<file path="src/rtl/pwm_rate_sequencer.sv">
// Steps the PWM tick divider through up to four {pow2, pow5, dwell} rate profiles,
// resetting the divider on every rate change so it always restarts from a clean count.
module pwm_rate_sequencer #(
  parameter int DWELL_W = 12
) (
  input  logic               clk,
  input  logic               rstn,
  input  logic               wr_en,
  input  logic [1:0]         wr_addr,
  input  logic [DWELL_W+3:0] wr_data,
  input  logic [1:0]         last_idx,
  input  logic               loop_en,
  input  logic               start,
  input  logic               stop,
  input  logic               tick,
  output logic [1:0]         pow2,
  output logic [1:0]         pow5,
  output logic               div_rstn,
  output logic               busy,
  output logic [1:0]         idx,
  output logic               step_pulse,
  output logic               done,
  output logic [1:0]         state_dbg
);

  typedef enum logic [1:0] {
    S_IDLE = 2'd0,
    S_LOAD = 2'd1,
    S_RUN  = 2'd2
  } state_t;

  state_t             state, state_nxt;
  logic [DWELL_W+3:0] tbl [4];
  logic [DWELL_W-1:0] tick_cnt, cnt_nxt;
  logic [DWELL_W-1:0] dwell_lim;
  logic [DWELL_W-1:0] load_dwell, load_lim;
  logic [1:0]         idx_nxt;
  logic               step_nxt, done_nxt;

  assign state_dbg = state;

  // Dwell is latched at load time so a live table write cannot move the terminal count.
  assign load_dwell = tbl[idx_nxt][DWELL_W+3:4];
  assign load_lim   = (load_dwell == '0) ? '0 : load_dwell - 1'b1;

  always_ff @(posedge clk) begin
    if (!rstn) state <= S_IDLE;
    else       state <= state_nxt;
  end

  always_comb begin
    state_nxt = state;
    idx_nxt   = idx;
    cnt_nxt   = tick_cnt;
    step_nxt  = 1'b0;
    done_nxt  = 1'b0;
    case (state)
      S_IDLE: begin
        if (start && !stop) begin
          state_nxt = S_LOAD;
          idx_nxt   = 2'd0;
        end
      end
      S_LOAD: begin
        cnt_nxt   = '0;
        state_nxt = stop ? S_IDLE : S_RUN;
      end
      S_RUN: begin
        if (stop) begin
          state_nxt = S_IDLE;
        end else if (tick) begin
          if (tick_cnt == dwell_lim) begin
            step_nxt = 1'b1;
            cnt_nxt  = '0;
            if (idx != last_idx) begin
              idx_nxt   = idx + 2'd1;
              state_nxt = S_LOAD;
            end else if (loop_en) begin
              idx_nxt   = 2'd0;
              state_nxt = S_LOAD;
            end else begin
              done_nxt  = 1'b1;
              state_nxt = S_IDLE;
            end
          end else begin
            cnt_nxt = tick_cnt + 1'b1;
          end
        end
      end
      default: state_nxt = S_IDLE;
    endcase
  end

  always_ff @(posedge clk) begin
    if (!rstn) begin
      for (int i = 0; i < 4; i++) tbl[i] <= '0;
    end else if (wr_en) begin
      tbl[wr_addr] <= wr_data;
    end
  end

  // Outputs are registered from next-state values so they line up with the state they belong to.
  always_ff @(posedge clk) begin
    if (!rstn) begin
      pow2       <= 2'd0;
      pow5       <= 2'd0;
      div_rstn   <= 1'b0;
      busy       <= 1'b0;
      idx        <= 2'd0;
      step_pulse <= 1'b0;
      done       <= 1'b0;
      tick_cnt   <= '0;
      dwell_lim  <= '0;
    end else begin
      div_rstn   <= (state_nxt == S_RUN);
      busy       <= (state_nxt != S_IDLE);
      idx        <= idx_nxt;
      step_pulse <= step_nxt;
      done       <= done_nxt;
      tick_cnt   <= cnt_nxt;
      if (state_nxt == S_LOAD) begin
        pow2      <= tbl[idx_nxt][1:0];
        pow5      <= tbl[idx_nxt][3:2];
        dwell_lim <= load_lim;
      end
    end
  end

endmodule

</file>
<file path="config.mk">
export PLATFORM = sky130hd
export DESIGN_NAME = pwm_rate_sequencer
export DESIGN_NICKNAME = d
export VERILOG_FILES = /design/src/rtl/pwm_rate_sequencer.sv
export SDC_FILE = /design/constraint.sdc
export NUM_CORES = 1
export LEC_CHECK = 0
export CAP_MARGIN = 20
export CORE_ASPECT_RATIO = 0.8
export CORE_MARGIN = 2
export CORE_UTILIZATION = 45
export DETAILED_ROUTE_END_ITERATION = 16
export PLACE_DENSITY = 0.74
export SLEW_MARGIN = 10
export SYNTH_ARGS = -nofsm -noshare
export SYNTH_HDL_FRONTEND = slang
export SYNTH_SLANG_ARGS = --single-unit
</file>
<file path="constraint.sdc">
create_clock -name clk -period 4.7 [get_ports clk]
set_input_delay 0.47 -clock clk [delete_from_list [all_inputs] [get_ports clk]]
set_output_delay 0.47 -clock clk [all_outputs]
set_load 0.02 [all_outputs]
</file>
==> results.sh, run 1 <==
export IMPL_worstPathMaxFanout=15
export IMPL_synth_edf_count=64
export IMPL_cts_sinks=100
export IMPL_layout_drive_gt1_share=0.06142
export IMPL_post_drt_wl_per_cell_microns=17.38
export IMPL_synth_xor_area_share=0.04792
export IMPL_setup_viol=0
export IMPL_antenna_found_initial=0
export IMPL_yosys_warnings=0
export IMPL_dp_cells=649
export IMPL_grt_max_degree=29
export IMPL_port_buffers=38
export IMPL_setup_worst_path_start_class="primary input"
export IMPL_leakagePower_nw=2.148
export IMPL_clock_path_buffers=2
export IMPL_hold_viol_final=0
export IMPL_wl_mm=11.56
export IMPL_coreArea_sq_mm=0.01076
export IMPL_drv_cap=0
export IMPL_syn_area_sq_mm=0.004935
export IMPL_total_power_mw=1.873
export IMPL_hp_class="reg2reg"
export IMPL_arrival_ns=4.16
export IMPL_ir_drop_v=0.0002239
export IMPL_worst_slew_pin_slew_ns=0.9531
export IMPL_synth_avg_cell_area_sq_um=10.28
export IMPL_muxShareOfSynthArea=0.01242
export IMPL_tritoncts="built"
export IMPL_start_util=0.4585
export IMPL_grt_total_usage=0.2036
export IMPL_synthFlopType="edfxtp_1"
export IMPL_synth_seq_area_share=0.5355
export IMPL_ios=39
export IMPL_cts_hold_repair_buffers=0
export IMPL_rrSetupSlack_ns=0.82
export IMPL_vias=3820
export IMPL_worstSetupPathType="in2reg"
export IMPL_rows=34
export IMPL_tns_ns=0
export IMPL_maxSlewHeadroom=0.3618
export IMPL_cts_setup_buffers=0
export IMPL_period_needed_ns=3.937
export IMPL_grt_overflow=0
export IMPL_antenna_left=0
export IMPL_ctsHtreeMaxLevel=3
export IMPL_postSynthCellCount=480
export IMPL_synth_top_area_cell="edfxtp_1"
export IMPL_dr_pass1_iters=6
export IMPL_ys_top_cells_by_area="edfxtp_1, dfxtp_1, and2_1"
export IMPL_syn_nets=510
export IMPL_synthDistinctLibCells=63
export IMPL_rsz0062_at_grt="no"
export IMPL_die_w_microns=121.1
export IMPL_p_per_area_mw_per_mm2=325.7
export IMPL_crit_path_end_kind="flip-flop"
export IMPL_nets=546
export IMPL_n_fill_cell=928
export IMPL_period_share=0.8376
export IMPL_synth_top_family_by_area="simple AND/OR/NAND/NOR gates"
export IMPL_synthAdderAreaFrac=0.007606
export IMPL_place_hpwl_mm=8.066
export IMPL_die_area_sq_mm=0.01183
export IMPL_drt_initial_drc_count=438
export IMPL_postLayoutCoreUtil=0.5344
export IMPL_worstSkewPairLatency_ns=0.35
export IMPL_fmax_mhz=254.0
export IMPL_cts_root_buf="clkbuf_16"
export IMPL_status="complete, no violations"
export IMPL_layoutNonFillerInstCount=665
export IMPL_cts_resized=0
export IMPL_gp_congestion=0.8912
export IMPL_critPathRequiredTime_ns=4.92
export IMPL_multi_input_area_sq_mm=0.002165
export IMPL_grt_pass1_vias=3752
export IMPL_ff_latch_area_sq_mm=0.002643
export IMPL_clock_skew_ns=0.01069
export IMPL_grt_pass1_wl_mm=18.74
export IMPL_async_reset_ff_frac=0
export IMPL_ys_ff_latch=100
export IMPL_antenna_cells=0
export IMPL_maxSlewViolCount=0
export IMPL_synth_compound_area_share=0.1212
export IMPL_cts_inserted_buffers=9
export IMPL_synthSimpleGateAreaFrac=0.2477
export IMPL_syn2layout_area_growth_pct=16.56
export IMPL_vias_per_cell=5.744
export IMPL_fp_dieH_microns=97.67
export IMPL_yosysTopAreaCellShare=0.3895
export IMPL_cts_clk_slew_worst_paths_ns=0.06
export IMPL_drc=0
where the power goes:
| group | total, mW | switching, mW | internal (mW) |
|---|---|---|---|
| sequential | 1.01 | 0.0243 | 0.988 |
| clock | 0.681 | 0.319 | 0.361 |
| combinational | 0.180 | 0.105 | 0.0750 |
metal layers:
metal	vias to the layer above	global-route usage	share of wire
met1	1832	0.2685	0.46
li1	1835	-	-
met3	18	0.04871	0.055
met2	135	0.3271	0.46
met5	-	0	0
met4	0	0.07066	0.018
worst max-delay path: stages:
cell	delay, ns
clkdlybuf4s50_1	0.55
and4bb_1	0.26
o211ai_1	0.10
or4_1	0.40
o211ai_2	0.39
a2111oi_0	0.65
a2bb2o_1	0.33
nor4_2	0.28
or3b_1	0.46
nand2_2	0.16
o21ai_1	0.10
registers in the layout, indices dropped and copies added, names as in the netlist:
register    count
tbl            64
dwell_lim      12
tick_cnt       12
idx             2
pow2            2
pow5            2
state_dbg       2
busy            1
div_rstn        1
done            1
step_pulse      1
Yosys cell counts (2+ instances only):
cell type,instances
edfxtp_1,64
and2_1,51
nand2_1,51
dfxtp_1,36
nor2_1,36
and3_1,31
clkbuf_1,19
o21ai_0,19
xnor2_1,16
nand3_1,12
xor2_1,11
a31oi_1,10
inv_1,10
o21ai_1,10
nand4_1,9
a21oi_1,7
a22oi_1,6
nor3b_1,6
a222oi_1,5
mux2i_1,5
a311oi_1,4
and4_1,4
nand2b_1,4
ha_1,3
nor2b_1,3
o2111a_1,3
o2111ai_1,3
a2111oi_1,2
buf_1,2
nor3_1,2
o22ai_1,2
or3_1,2
or4_1,2
placed cells by master, fill, tap and decap left out, drive strengths merged, types with 16 or more instances in the layout:
cell type,instances
edfxtp,64
nand2,52
and2,51
clkdlybuf4s50,38
nor2,36
dfxtp,36
and3,31
o21ai,29
xnor2,16
cell families after synthesis:
logic type                 Yosys count
muxes                                6
DFF                                100
xor gates and xnor gates            27
buffers and inverters               34
and+or+nand+nor                    224
AOI/OAI and AO/OA                   86
adders and majority gates            3
cell type report:
cell class / instances / area share
Sequential cell: 100 / 0.4594
Multi-Input combinational cell: 346 / 0.3763
Timing Repair Buffer: 48 / 0.07918
Clock buffer: 11 / 0.04046
Tap cell: 144 / 0.03132
Inverter: 11 / 0.007179
Clock inverter: 5 / 0.006091
final timing paths:
path / from / endpoint / cells past startpoint
worst max-delay path: stop / dwell_lim[8] / 11
worst min-delay path: dwell_lim[6] / dwell_lim[6] / 2
worst max register to register: tick_cnt[5] / dwell_lim[8] / 10
worst min register to register: dwell_lim[6] / dwell_lim[6] / 2
per-stage QoR:
stage               worst slack (ns)  hold slack (ns)  cell area [sq um]
floorplan                      1.440           0.4380               4935
detailed placement            0.3665           0.4588               5484
finish                        0.7631           0.4667               5752
CTS                           0.7038           0.4674               5752
global route                  0.4546           0.4902               5752
global placement              0.6519           0.4562               5484
Note: power is estimated with default switching activity, not from simulation.
==> run 2, diff against run 1 <==
--- a/config.mk
+++ b/config.mk
@@ -10,7 +10,7 @@
 export CORE_MARGIN = 2
 export CORE_UTILIZATION = 45
 export DETAILED_ROUTE_END_ITERATION = 16
-export PLACE_DENSITY = 0.74
+export PLACE_DENSITY = 0.77
 export SLEW_MARGIN = 10
 export SYNTH_ARGS = -nofsm -noshare
 export SYNTH_HDL_FRONTEND = slang
==> constraint.sdc (replaced) <==
create_clock -name clk -period 3.4 [get_ports clk]
set_input_delay 0.34 -clock clk [delete_from_list [all_inputs] [get_ports clk]]
set_output_delay 0.34 -clock clk [all_outputs]
set_load 0.02 [all_outputs]
==> run 2 against run 1 <==
  * Core utilization up 6.6 points
  * Sequential share of layout area down 4.8 points
  * Cell count increased by 9.9%
  * Hold slack worse by 0.12 ns
  * Count of clock-buffer cells in the layout shrank 2
  * Non-clock buffer count rose by 66
  * Cell area grew 12%
  * Routed wire length grew 8.1%
  * Critical path type is now reg2reg
  * Largest cell class unchanged
==> results.sh, run 2 (synthesized netlist as in run 1, its figures left out) <==
export IMPL_status="complete, no violations"
export IMPL_ctsHtreeMaxLevel=3
export IMPL_vias=4096
export IMPL_ios=39
export IMPL_hold_viol_final=0
export IMPL_grt_pass1_vias=4110
export IMPL_syn2layout_area_growth_pct=30.88
export IMPL_worstPathMaxFanout=6
export IMPL_worst_slew_pin_slew_ns=0.8204
export IMPL_ir_drop_v=0.0003224
export IMPL_hold_ws_ns=0.3442
export IMPL_wl_mm=12.50
export IMPL_antenna_left=0
export IMPL_dr_pass1_iters=5
export IMPL_fp_dieH_microns=97.67
export IMPL_setup_viol=0
export IMPL_antenna_cells=0
export IMPL_final_cell_mix="buf_4, edfxtp_1, and2_1, nand2_1, clkdlybuf4s50_1"
export IMPL_layoutNonFillerInstCount=731
export IMPL_tns_ns=0
export IMPL_tritoncts="built"
export IMPL_period_needed_ns=3.331
export IMPL_clock_skew_ns=0.006897
export IMPL_antenna_found_initial=0
export IMPL_start_util=0.4585
export IMPL_rr_worst_depth=11
export IMPL_nets=612
export IMPL_cts_inserted_buffers=9
export IMPL_fin_ws_ns=0.06890
export IMPL_vias_per_cell=5.603
export IMPL_leakagePower_nw=2.545
export IMPL_rrSetupSlack_ns=0.07
export IMPL_clock_path_buffers=2
export IMPL_grt_overflow=0
export IMPL_cts_clk_slew_worst_paths_ns=0.07
export IMPL_n_fill_cell=885
export IMPL_grt_total_usage=0.2156
export IMPL_dp_cells=703
export IMPL_whs_path_depth=3
export IMPL_fmax_mhz=300.2
export IMPL_worstSkewPairLatency_ns=0.34
export IMPL_drc=0
export IMPL_cts_hold_repair_buffers=0
export IMPL_drv_cap=0
export IMPL_rows=34
export IMPL_drt_initial_drc_count=315
export IMPL_top_register="tbl"
export IMPL_final_common_cell="buf_4"
export IMPL_grt_max_degree=20
export IMPL_ff_latch_area_sq_mm=0.002658
export IMPL_hp_class="in2reg"
export IMPL_place_hpwl_mm=8.796
export IMPL_gp_congestion=0.9019
export IMPL_maxSlewHeadroom=0.4517
export IMPL_p_per_area_mw_per_mm2=414.8
export IMPL_cts_root_buf="clkbuf_16"
export IMPL_maxSlewViolCount=0
export IMPL_grt_pass1_wl_mm=20.08
export IMPL_cts_sinks=100
export IMPL_coreArea_sq_mm=0.01076
export IMPL_die_area_sq_mm=0.01183
export IMPL_reg_top3="tbl (64), dwell_lim (12), tick_cnt (12)"
export IMPL_critPathRequiredTime_ns=3.64
export IMPL_worstSetupPathType="reg2reg"
export IMPL_rsz0062_at_grt="yes"
export IMPL_arrival_ns=3.57
export IMPL_post_drt_wl_per_cell_microns=17.10
export IMPL_layout_drive_gt1_share=0.2317
export IMPL_largest_register_ffs=64
export IMPL_setup_worst_path_start_class="flip-flop"
export IMPL_crit_path_end_kind="flip-flop"
export IMPL_multi_input_area_sq_mm=0.002338
export IMPL_die_w_microns=121.1
export IMPL_dp_slack_ns=-0.5174
export IMPL_period_share=0.9797
export IMPL_port_buffers=38
run 2: cell types whose count changed in the layout (fill, tap and decap cells not counted), moves of 4 or more:
cell     before  now
a22oi_1       6    2
a22oi_2       0    4
buf_4        10   74
dfxtp_1      36   26
dfxtp_2       0    9
xnor2_1      16    8
xnor2_2       0    8
run 2: cell type report:
cell class                 count  share of cell area
clock inverter                 7            0.008718
sequential                   100              0.4115
tap                          144             0.02790
inverter                      11            0.006393
timing repair buffer         114              0.1486
multi-input combinational    346              0.3621
clock buffer                   9             0.03487
run 2: critical path, stage by stage (launching register included):
cell	delay, ns
dfxtp_1	0.34
xnor2_2	0.19
nand4_1	0.20
buf_4	0.20
nor4_4	0.33
o211ai_4	0.18
a222oi_1	0.49
a2bb2o_2	0.33
nor4_4	0.28
or3b_4	0.46
a22oi_2	0.16
nor2_1	0.06
run 2: final timing paths:
kind	start	to
max	dwell_lim[11]	dwell_lim[1]
min reg2reg	dwell_lim[9]	dwell_lim[9]
max reg2reg	dwell_lim[11]	dwell_lim[1]
min	stop	div_rstn
run 2: repair_timing:
item / 4_1_cts / 5_1_grt
pin swaps: 4 / 21
setup endpoints to repair: 12 / 12
resized for setup: 5 / 45
hold endpoints to repair: 0 / 0
setup buffers: 4 / 9
run 2: power breakdown:
part | switching [mW] | leakage [nW] | internal [mW] | total (mW)
combinational | 0.166 | 1.48 | 0.146 | 0.312
clock | 0.461 | 0.142 | 0.506 | 0.968
sequential | 0.0342 | 0.922 | 1.37 | 1.40
run 2: per-layer routing:
layer,GRT usage,vias to the layer above,wire (microns)
met5,0,-,0
met4,0.05546,0,133
met3,0.05047,17,688
met2,0.3561,145,5920
met1,0.2850,1974,5760
li1,-,1960,-
run 2: metrics by stage:
step                      total power, mW  cell area (sq um)  utilization
after global placement              1.688               5881       0.5464
after floorplan                     1.562               4935            -
after global routing                2.773               6459       0.6001
after detailed placement            1.702               5881       0.5464
after CTS                           2.665               6206       0.5766
final                               2.679               6459       0.6001
